[config.mk]
export PLATFORM = sky130hd
export DESIGN_NAME = pool_cost_acc
export DESIGN_NICKNAME = d
export VERILOG_FILES = /design/src/rtl/pool_cost_pkg.sv /design/src/rtl/pool_seq_mul.sv /design/src/rtl/pool_cost_acc.sv
export SDC_FILE = /design/constraint.sdc
export NUM_CORES = 1
export LEC_CHECK = 0
export ABC_AREA = 1
export BUFFER_PORTS_ARGS = -buffer_cell sky130_fd_sc_hd__buf_2
export CAP_MARGIN = 20
export CELL_PAD_IN_SITES_DETAIL_PLACEMENT = 0
export CELL_PAD_IN_SITES_GLOBAL_PLACEMENT = 2
export CORE_MARGIN = 5
export CORE_UTILIZATION = 36
export DETAILED_ROUTE_END_ITERATION = 6
export GPL_ROUTABILITY_DRIVEN = 0
export MAX_ROUTING_LAYER = met4
export PLACE_DENSITY = 0.85
export SLEW_MARGIN = 0
export SYNTH_ARGS = -nofsm -noshare
export SYNTH_HDL_FRONTEND = slang
export SYNTH_SLANG_ARGS = --single-unit
export TNS_END_PERCENT = 10
[constraint.sdc]
create_clock -name clk -period 5.6 [get_ports clk]
set_input_delay 0.84 -clock clk [delete_from_list [all_inputs] [get_ports clk]]
set_output_delay 0.84 -clock clk [all_outputs]
set_load 0.05 [all_outputs]
[src/rtl/pool_cost_pkg.sv]
// Shared widths, FSM encoding and counter sizing for the pool cost accumulator.
package pool_cost_pkg;
  localparam int DEF_AREA_W  = 17;
  localparam int DEF_PRICE_W = 8;
  localparam int DEF_COST_W  = DEF_AREA_W + DEF_PRICE_W;
  localparam int DEF_ACC_W   = 32;

  typedef enum logic [1:0] {IDLE = 2'd0, MUL = 2'd1, DONE = 2'd2} state_t;

  function automatic int cnt_w(input int pw);
    return $clog2(pw + 1);
  endfunction

  localparam int CNT_W = cnt_w(DEF_PRICE_W);
endpackage

[src/rtl/pool_seq_mul.sv]
// Shift-add multiplier: one price bit per cycle, fixed PRICE_W iterations.
module pool_seq_mul import pool_cost_pkg::*; #(
  parameter int AREA_W  = DEF_AREA_W,
  parameter int PRICE_W = DEF_PRICE_W
) (
  input  logic                      clk,
  input  logic                      rst,
  input  logic                      i_start,
  input  logic [AREA_W-1:0]         i_area,
  input  logic [PRICE_W-1:0]        i_price,
  output logic                      o_busy,
  output logic                      o_done,
  output logic [AREA_W+PRICE_W-1:0] o_prod_nxt
);
  localparam int COST_W = AREA_W + PRICE_W;
  localparam int CW     = cnt_w(PRICE_W);

  logic [COST_W-1:0]  r_mcand, r_prod;
  logic [PRICE_W-1:0] r_mplier;
  logic [CW-1:0]      r_cnt;
  logic               r_busy;
  logic               w_last;

  // Product after this cycle's iteration; the top latches it on the final one.
  assign o_prod_nxt = r_prod + (r_mplier[0] ? r_mcand : '0);
  assign w_last     = r_busy && (r_cnt == CW'(PRICE_W - 1));
  assign o_busy     = r_busy;
  assign o_done     = w_last;

  always_ff @(posedge clk or negedge rst) begin
    if (!rst) begin
      r_mcand  <= '0;
      r_mplier <= '0;
      r_prod   <= '0;
      r_cnt    <= '0;
      r_busy   <= 1'b0;
    end else if (i_start) begin
      r_mcand  <= COST_W'(i_area);
      r_mplier <= i_price;
      r_prod   <= '0;
      r_cnt    <= '0;
      r_busy   <= 1'b1;
    end else if (r_busy) begin
      r_prod   <= o_prod_nxt;
      r_mcand  <= r_mcand << 1;
      r_mplier <= r_mplier >> 1;
      r_cnt    <= r_cnt + 1'b1;
      if (w_last) r_busy <= 1'b0;
    end
  end
endmodule

[src/rtl/pool_cost_acc.sv]
// Area x price cost per sample, plus a saturating running total with sticky overflow.
module pool_cost_acc import pool_cost_pkg::*; #(
  parameter int AREA_W  = DEF_AREA_W,
  parameter int PRICE_W = DEF_PRICE_W,
  parameter int ACC_W   = DEF_ACC_W
) (
  input  logic                      clk,
  input  logic                      rst,
  input  logic                      in_valid,
  output logic                      in_ready,
  input  logic [AREA_W-1:0]         area,
  input  logic [PRICE_W-1:0]        price,
  input  logic                      clear,
  output logic                      cost_valid,
  output logic [AREA_W+PRICE_W-1:0] cost,
  output logic [ACC_W-1:0]          total,
  output logic                      total_ovf
);
  localparam int COST_W = AREA_W + PRICE_W;

  state_t            r_state, w_state_nxt;
  logic              w_start, w_accum, w_mul_busy, w_mul_done;
  logic [COST_W-1:0] w_prod_nxt, r_cost;
  logic              r_cost_valid;
  logic [ACC_W-1:0]  r_total;
  logic              r_ovf;
  logic [ACC_W:0]    w_sum;

  pool_seq_mul #(.AREA_W(AREA_W), .PRICE_W(PRICE_W)) u_mul (
    .clk        (clk),
    .rst        (rst),
    .i_start    (w_start),
    .i_area     (area),
    .i_price    (price),
    .o_busy     (w_mul_busy),
    .o_done     (w_mul_done),
    .o_prod_nxt (w_prod_nxt)
  );

  always_ff @(posedge clk or negedge rst) begin
    if (!rst) r_state <= IDLE;
    else      r_state <= w_state_nxt;
  end

  always_comb begin
    w_state_nxt = r_state;
    w_start     = 1'b0;
    w_accum     = 1'b0;
    in_ready    = 1'b0;
    case (r_state)
      IDLE: begin
        in_ready = !w_mul_busy;
        if (in_valid && !w_mul_busy) begin
          w_start     = 1'b1;
          w_state_nxt = MUL;
        end
      end
      MUL:  if (w_mul_done) w_state_nxt = DONE;
      DONE: begin
        w_accum     = 1'b1;
        w_state_nxt = IDLE;
      end
      default: w_state_nxt = IDLE;
    endcase
  end

  // One extra bit catches the carry that drives saturation.
  assign w_sum = {1'b0, r_total} + {{(ACC_W + 1 - COST_W){1'b0}}, r_cost};

  always_ff @(posedge clk or negedge rst) begin
    if (!rst) begin
      r_cost       <= '0;
      r_cost_valid <= 1'b0;
    end else begin
      r_cost_valid <= 1'b0;
      if (r_state == MUL && w_mul_done) begin
        r_cost       <= w_prod_nxt;
        r_cost_valid <= 1'b1;
      end
    end
  end

  // clear outranks the DONE-edge accumulate.
  always_ff @(posedge clk or negedge rst) begin
    if (!rst) begin
      r_total <= '0;
      r_ovf   <= 1'b0;
    end else if (clear) begin
      r_total <= '0;
      r_ovf   <= 1'b0;
    end else if (w_accum) begin
      if (w_sum[ACC_W]) begin
        r_total <= '1;
        r_ovf   <= 1'b1;
      end else begin
        r_total <= w_sum[ACC_W-1:0];
      end
    end
  end

  assign cost_valid = r_cost_valid;
  assign cost       = r_cost;
  assign total      = r_total;
  assign total_ovf  = r_ovf;
endmodule

==> qor.yml, run 1 <==
finClkSkew_ns: 0.01649
dr.first_iter.drc_count: 423
vdd_drop_max_uv: 147.0
start_kind: "flip-flop"
tns_ns: 0
first_pass_iters: 4
grt_pass1_wl_um: 43960
htreeDepth: 4
final_cell_mix: "nand2_1, inv_1, dfrtp_1"
ys_types: 45
synth_area_mm2: 0.008872
seq_area_frac_synth_pct: 34.97
layout_commonest_cell: "nand2_1"
die_area_mm2: 0.02788
setup_viol: 0
end_kind: "flip-flop"
avgRoutedWirePerCell_um: 15.25
grt_antenna_before_repair: 0
insertedDiodeCount: 0
grt_max_degree: 74
syn_avg_cell_area_um2: 6.711
layout-drive-gt1-share_pct: 12.25
tightest_slew_ns: 0.9130
yosysWarningCount: 0
final_util_pct: 42.16
post-route-min-period_ns: 3.275
clock_latency_ns: 0.43
p_per_area_mw_per_mm2: 469.1
synth_cells: 1322
grt_pass1_vias: 8392
required_ns: 5.85
syn_nets: 1403
coreArea_mm2: 0.02432
yosys-top-cells-area: "dfrtp_1, nand2_1, inv_1"
drc: 0
power_leakage_nw: 5.832
synthToLayoutAreaGrowth_pct: 15.55
routed_wl_um: 26600
clock.fmax_ghz: 0.3054
synth_top_area_share_pct: 34.97
period_share_pct: 58.48
start_util_pct: 36.48
status: "complete, no violations"
crit_fanout: 18
antenna_left: 0
hold_violations: 0
vias: 8380
cts_buffer_depth: 2
rows: 57
ctsHoldBuffers: 0
drv_slew: 0
critPathKind: "reg2reg"
cts_sinks: 124
synth_edf_count: 0
port_buffers: 88
finalNetCount: 1488
die_y_um: 167.0
ioPinCount: 89
post_cts_buffers: 0
cts_root_buffer: "clkbuf_16"
cap_violations: 0
die_w_um: 167.0
yosysTopAreaCell: "dfrtp_1"
tritoncts: "built"
relSlewSlack_pct: 39.14
yosys_most_used_dff: "dfrtp_1"
vias_per_cell: 4.805
path_clk_slew_ns: 0.07
ys_ff_latch: 124
grt_usage_pct: 20.12
rsz0062_at_grt: "no"
synthArstFlopShare_pct: 100.0
grt_overflow: 0
cp.arrival_ns: 3.53
cts.repair.resized: 0
cts_made_buffers: 17
dpl.hpwl_um: 20590
hold_class: "in2async"
-- final cells by class --
cell class	count	area (um2)
Fill cell	2641	14070
Multi-Input combinational cell	961	4857
Sequential cell	124	3103
Inverter	208	780.7
Timing Repair Buffer	95	499.2
Clock buffer	19	452.9
Tap cell	324	405.4
Clock inverter	13	153.9
-- synth_stat cells, types with 2 or more instances --
cell type and count:
fa_1 2, a22oi_1 2, nand3_1 108, nor3_2 2, ha_1 50, o22ai_1 8
a21oi_1 46, and2_1 4, nor3_1 11, o211ai_1 2, o221ai_1 16, and3_1 3
buf_2 4, xnor2_1 9, dfrtp_1 124, o21ai_0 42, inv_1 197, nand3b_1 5
nand4_1 22, a21o_1 3, nand2_4 2, inv_2 8, nor2_1 60, or2_2 10
nor2_2 4, clkinv_1 3, clkbuf_1 20, nand2_2 5, nand3_2 10, a32o_1 2
nand2_1 515, buf_1 3, xor2_1 8
-- metal layers --
metal | wire length [um] | vias up | GRT usage [%]
met5 | 0 | - | -
met4 | 549 | 0 | 5.905
met3 | 738 | 37 | 2.844
met2 | 12720 | 133 | 33.18
met1 | 12590 | 3827 | 25.87
li1 | - | 4383 | -
-- flip-flops by register name, indices dropped and copies added (netlist names) --
name,cells
cost,25
cost_valid,1
u_mul.r_prod,25
r_state,2
total,32
total_ovf,1
u_mul.o_busy,1
u_mul.r_mplier,8
u_mul.r_mcand,25
u_mul.r_cnt,4
-- path summary, 6_finish.rpt --
| kind | depth (start not counted) | from | to | slack, ns |
|---|---|---|---|---|
| max | 11 | cost[0]$_DFFE_PN0P_ | total_ovf$_DFFE_PN0P_ | 2.33 |
| max in group asynchronous | 2 | rst | cost[24]$_DFFE_PN0P_ | 4.00 |
| min reg2reg | 2 | u_mul.r_mplier[6]$_DFFE_PN0P_ | u_mul.r_mplier[6]$_DFFE_PN0P_ | 0.48 |
| min in group clk | 2 | u_mul.r_mplier[6]$_DFFE_PN0P_ | u_mul.r_mplier[6]$_DFFE_PN0P_ | 0.48 |
| min | 1 | rst | u_mul.r_mplier[6]$_DFFE_PN0P_ | 0.43 |
| max reg2reg | 11 | cost[0]$_DFFE_PN0P_ | total_ovf$_DFFE_PN0P_ | 2.33 |
-- stage by stage --
| step | area (um2) | worst slack [ns] | instances | total power [mW] | hold WS (ns) |
|---|---|---|---|---|---|
| 2_1_floorplan | 8872 | 3.094 | 1322 | 3.045 | 0.4494 |
| 3_3_place_gp | 9646 | 2.383 | 1712 | 3.659 | 0.4649 |
| 3_5_place_dp | 9646 | 2.293 | 1712 | 3.671 | 0.4723 |
| 4_1_cts | 10250 | 2.276 | 1744 | 4.863 | 0.4625 |
| 5_1_grt | 10250 | 2.044 | 1744 | 5.188 | 0.4955 |
| 6_report | 10250 | 2.325 | 1744 | 4.809 | 0.4331 |
-- critical path, cell delays in order, from the launching register on --
cell and delay (ns):
dfrtp_1 0.39, ha_1 0.26, fa_1 0.43, nand3_1 0.12, nand3_2 0.10, nand2_1 0.12, nand2_4 0.07, nand2_2 0.07
nand2_4 0.06, a21oi_4 0.45, or2_1 0.79, o21ai_0 0.22
-- report_power, final --
| part | internal [mW] | total (mW) | switching (mW) |
|---|---|---|---|
| Clock | 0.690 | 1.17 | 0.478 |
| Combinational | 0.664 | 2.20 | 1.54 |
| Sequential | 1.19 | 1.44 | 0.245 |
-- logic make-up after synthesis --
group,count (synthesis),synth area share [%]
AO/OA/AOI/OAI,126,8.461
XOR/XNOR,17,1.678
adder cells (fa/ha/maj),52,7.502
buffers and inverters,237,10.35
flip-flops,124,34.97
AND/OR/NAND/NOR,766,37.03
Power figures use the tool's default switching activity.
==> run 2: changes to the inputs <==
--- a/config.mk
+++ b/config.mk
@@ -11,11 +11,11 @@
 export CELL_PAD_IN_SITES_DETAIL_PLACEMENT = 0
 export CELL_PAD_IN_SITES_GLOBAL_PLACEMENT = 2
 export CORE_MARGIN = 5
-export CORE_UTILIZATION = 36
+export CORE_UTILIZATION = 33
 export DETAILED_ROUTE_END_ITERATION = 6
 export GPL_ROUTABILITY_DRIVEN = 0
 export MAX_ROUTING_LAYER = met4
-export PLACE_DENSITY = 0.85
+export PLACE_DENSITY = 0.79
 export SLEW_MARGIN = 0
 export SYNTH_ARGS = -nofsm -noshare
 export SYNTH_HDL_FRONTEND = slang
==> constraint.sdc (replaced) <==
create_clock -name clk -period 3.2 [get_ports clk]
set_input_delay 0.48 -clock clk [delete_from_list [all_inputs] [get_ports clk]]
set_output_delay 0.48 -clock clk [all_outputs]
set_load 0.05 [all_outputs]
==> qor.yml, run 2 (synthesis results as in run 1) <==
status: "complete, no violations"
routed_wl_um: 27890
rsz0062_at_grt: "no"
drv_slew: 0
start_kind: "flip-flop"
end_kind: "flip-flop"
grt_use_met2_pct: 31.87
final_cell_mix: "nand2_1, inv_1, dfrtp_1"
cts.repair.resized: 0
final_util_pct: 38.61
tns_ns: 0
p_per_area_mw_per_mm2: 821.6
tightest_slew_ns: 0.7102
met1_usage_pct: 25.42
rows: 60
synthToLayoutAreaGrowth_pct: 16.32
cts_buffer_depth: 2
dp.cells: 1734
critPathKind: "reg2reg"
grt_pass1_vias: 8656
clock_latency_ns: 0.43
reg2reg_from: "u_mul.r_mplier[0]$_DFFE_PN0P_"
cp.arrival_ns: 3.09
tritoncts: "built"
startpoint: "u_mul.r_mplier[0]$_DFFE_PN0P_"
multiInputGateArea_mm2: 0.004857
cts_root_buffer: "clkbuf_16"
vias_per_cell: 4.707
port_buffers: 88
path_clk_slew_ns: 0.06
final_cells: 1767
grt_overflow: 0
ioPinCount: 89
hold_violations: 0
dpl.hpwl_um: 21770
htreeDepth: 4
grt_antenna_before_repair: 0
setup_viol: 0
relSlewSlack_pct: 52.65
start_util_pct: 33.20
gr-usage-met3_pct: 2.501
insertedDiodeCount: 0
clock.fmax_ghz: 0.3559
cts_made_buffers: 17
vdd_drop_max_uv: 299.3
layout-drive-gt1-share_pct: 12.55
layout_commonest_cell: "nand2_1"
required_ns: 3.48
grt_usage_pct: 19.32
cts_sinks: 124
drc: 0
hold_class: "in2reg"
period_share_pct: 87.80
cap_violations: 0
power_leakage_nw: 5.867
hold_start: "area[3]"
crit_fanout: 20
coreArea_mm2: 0.02673
grt_max_degree: 49
antenna_left: 0
die_area_mm2: 0.03027
finalNetCount: 1494
nFillCells: 2957
avgRoutedWirePerCell_um: 15.78
die_y_um: 174.0
vias: 8317
post-route-min-period_ns: 2.810
gr-max-usage-layer: "met2"
die_w_um: 174.0
largest_reg_flops: 32
grt_pass1_wl_um: 45620
finClkSkew_ns: 0.01611
dr.first_iter.drc_count: 538
post_cts_buffers: 0
power.total_mw: 8.479
regArea_mm2: 0.003103
first_pass_iters: 5
## run 2: cell count changes in the layout (fill, tap and decap cells not counted), sizes merged
cell / change
buf: +5
clkinv: +2
clkinvlp: -2
dlygate4sd3: +1
## run 2: final cells by class
type                       count  area share (%)
clock inverter                13           1.479
tap                          341           4.134
multi-input combinational    961           47.07
clock buffer                  19           4.389
inverter                     208           7.565
timing repair buffer         101           5.298
sequential                   124           30.07
## run 2: per-stage QoR
stage / instance area, um2 / hold slack, ns / setup slack, ns
6_report: 10320 / 0.2643 / 0.3904
3_5_place_dp: 9704 / 0.4447 / 0.4351
4_1_cts: 10320 / 0.2463 / 0.4253
3_3_place_gp: 9704 / 0.4405 / 0.4539
2_1_floorplan: 8872 / 0.1844 / 0.6940
5_1_grt: 10320 / 0.2705 / 0.2040
## run 2: what timing repair did
action | 4_1_cts | 5_1_grt
hold buffers | 1 | 0
hold endpoints to repair | 14 | 0
endpoints found under the setup margin | 0 | 0
## run 2: power by group
| part | internal, mW | switching, mW |
|---|---|---|
| registers | 2.09 | 0.505 |
| logic | 1.17 | 2.68 |
| clock network | 1.21 | 0.831 |
| total | 4.46 | 4.02 |
## run 2: path summary, 6_finish.rpt
path	cells after the start	to	slack, ns
max	11	u_mul.r_prod[15]$_DFFE_PN0P_	0.39
min	3	u_mul.r_mcand[3]$_DFFE_PN0P_	0.26
max reg2reg	11	u_mul.r_prod[15]$_DFFE_PN0P_	0.39
min in group asynchronous	2	u_mul.r_mplier[6]$_DFFE_PN0P_	0.55
max in group asynchronous	3	u_mul.r_prod[22]$_DFFE_PN0P_	1.83
min reg2reg	2	u_mul.r_mplier[4]$_DFFE_PN0P_	0.48
## run 2: metal layers
layer	vias up	wire length, um	part of all wire (%)
li1	4380	-	-
met1	3786	13610	49
met2	122	13090	47
met3	29	694	2.5
met4	0	490	1.8
met5	-	0	0
## run 2: worst max-delay path, cell delays in order (launching register included)
cell	delay, ns
dfrtp_1	0.80
nand2_1	0.13
inv_1	0.10
ha_1	0.30
a21oi_1	0.24
nand2_1	0.21
nand2_1	0.13
nand3_1	0.18
nand2_1	0.11
nand2_1	0.08
xnor2_1	0.26
o21ai_0	0.13
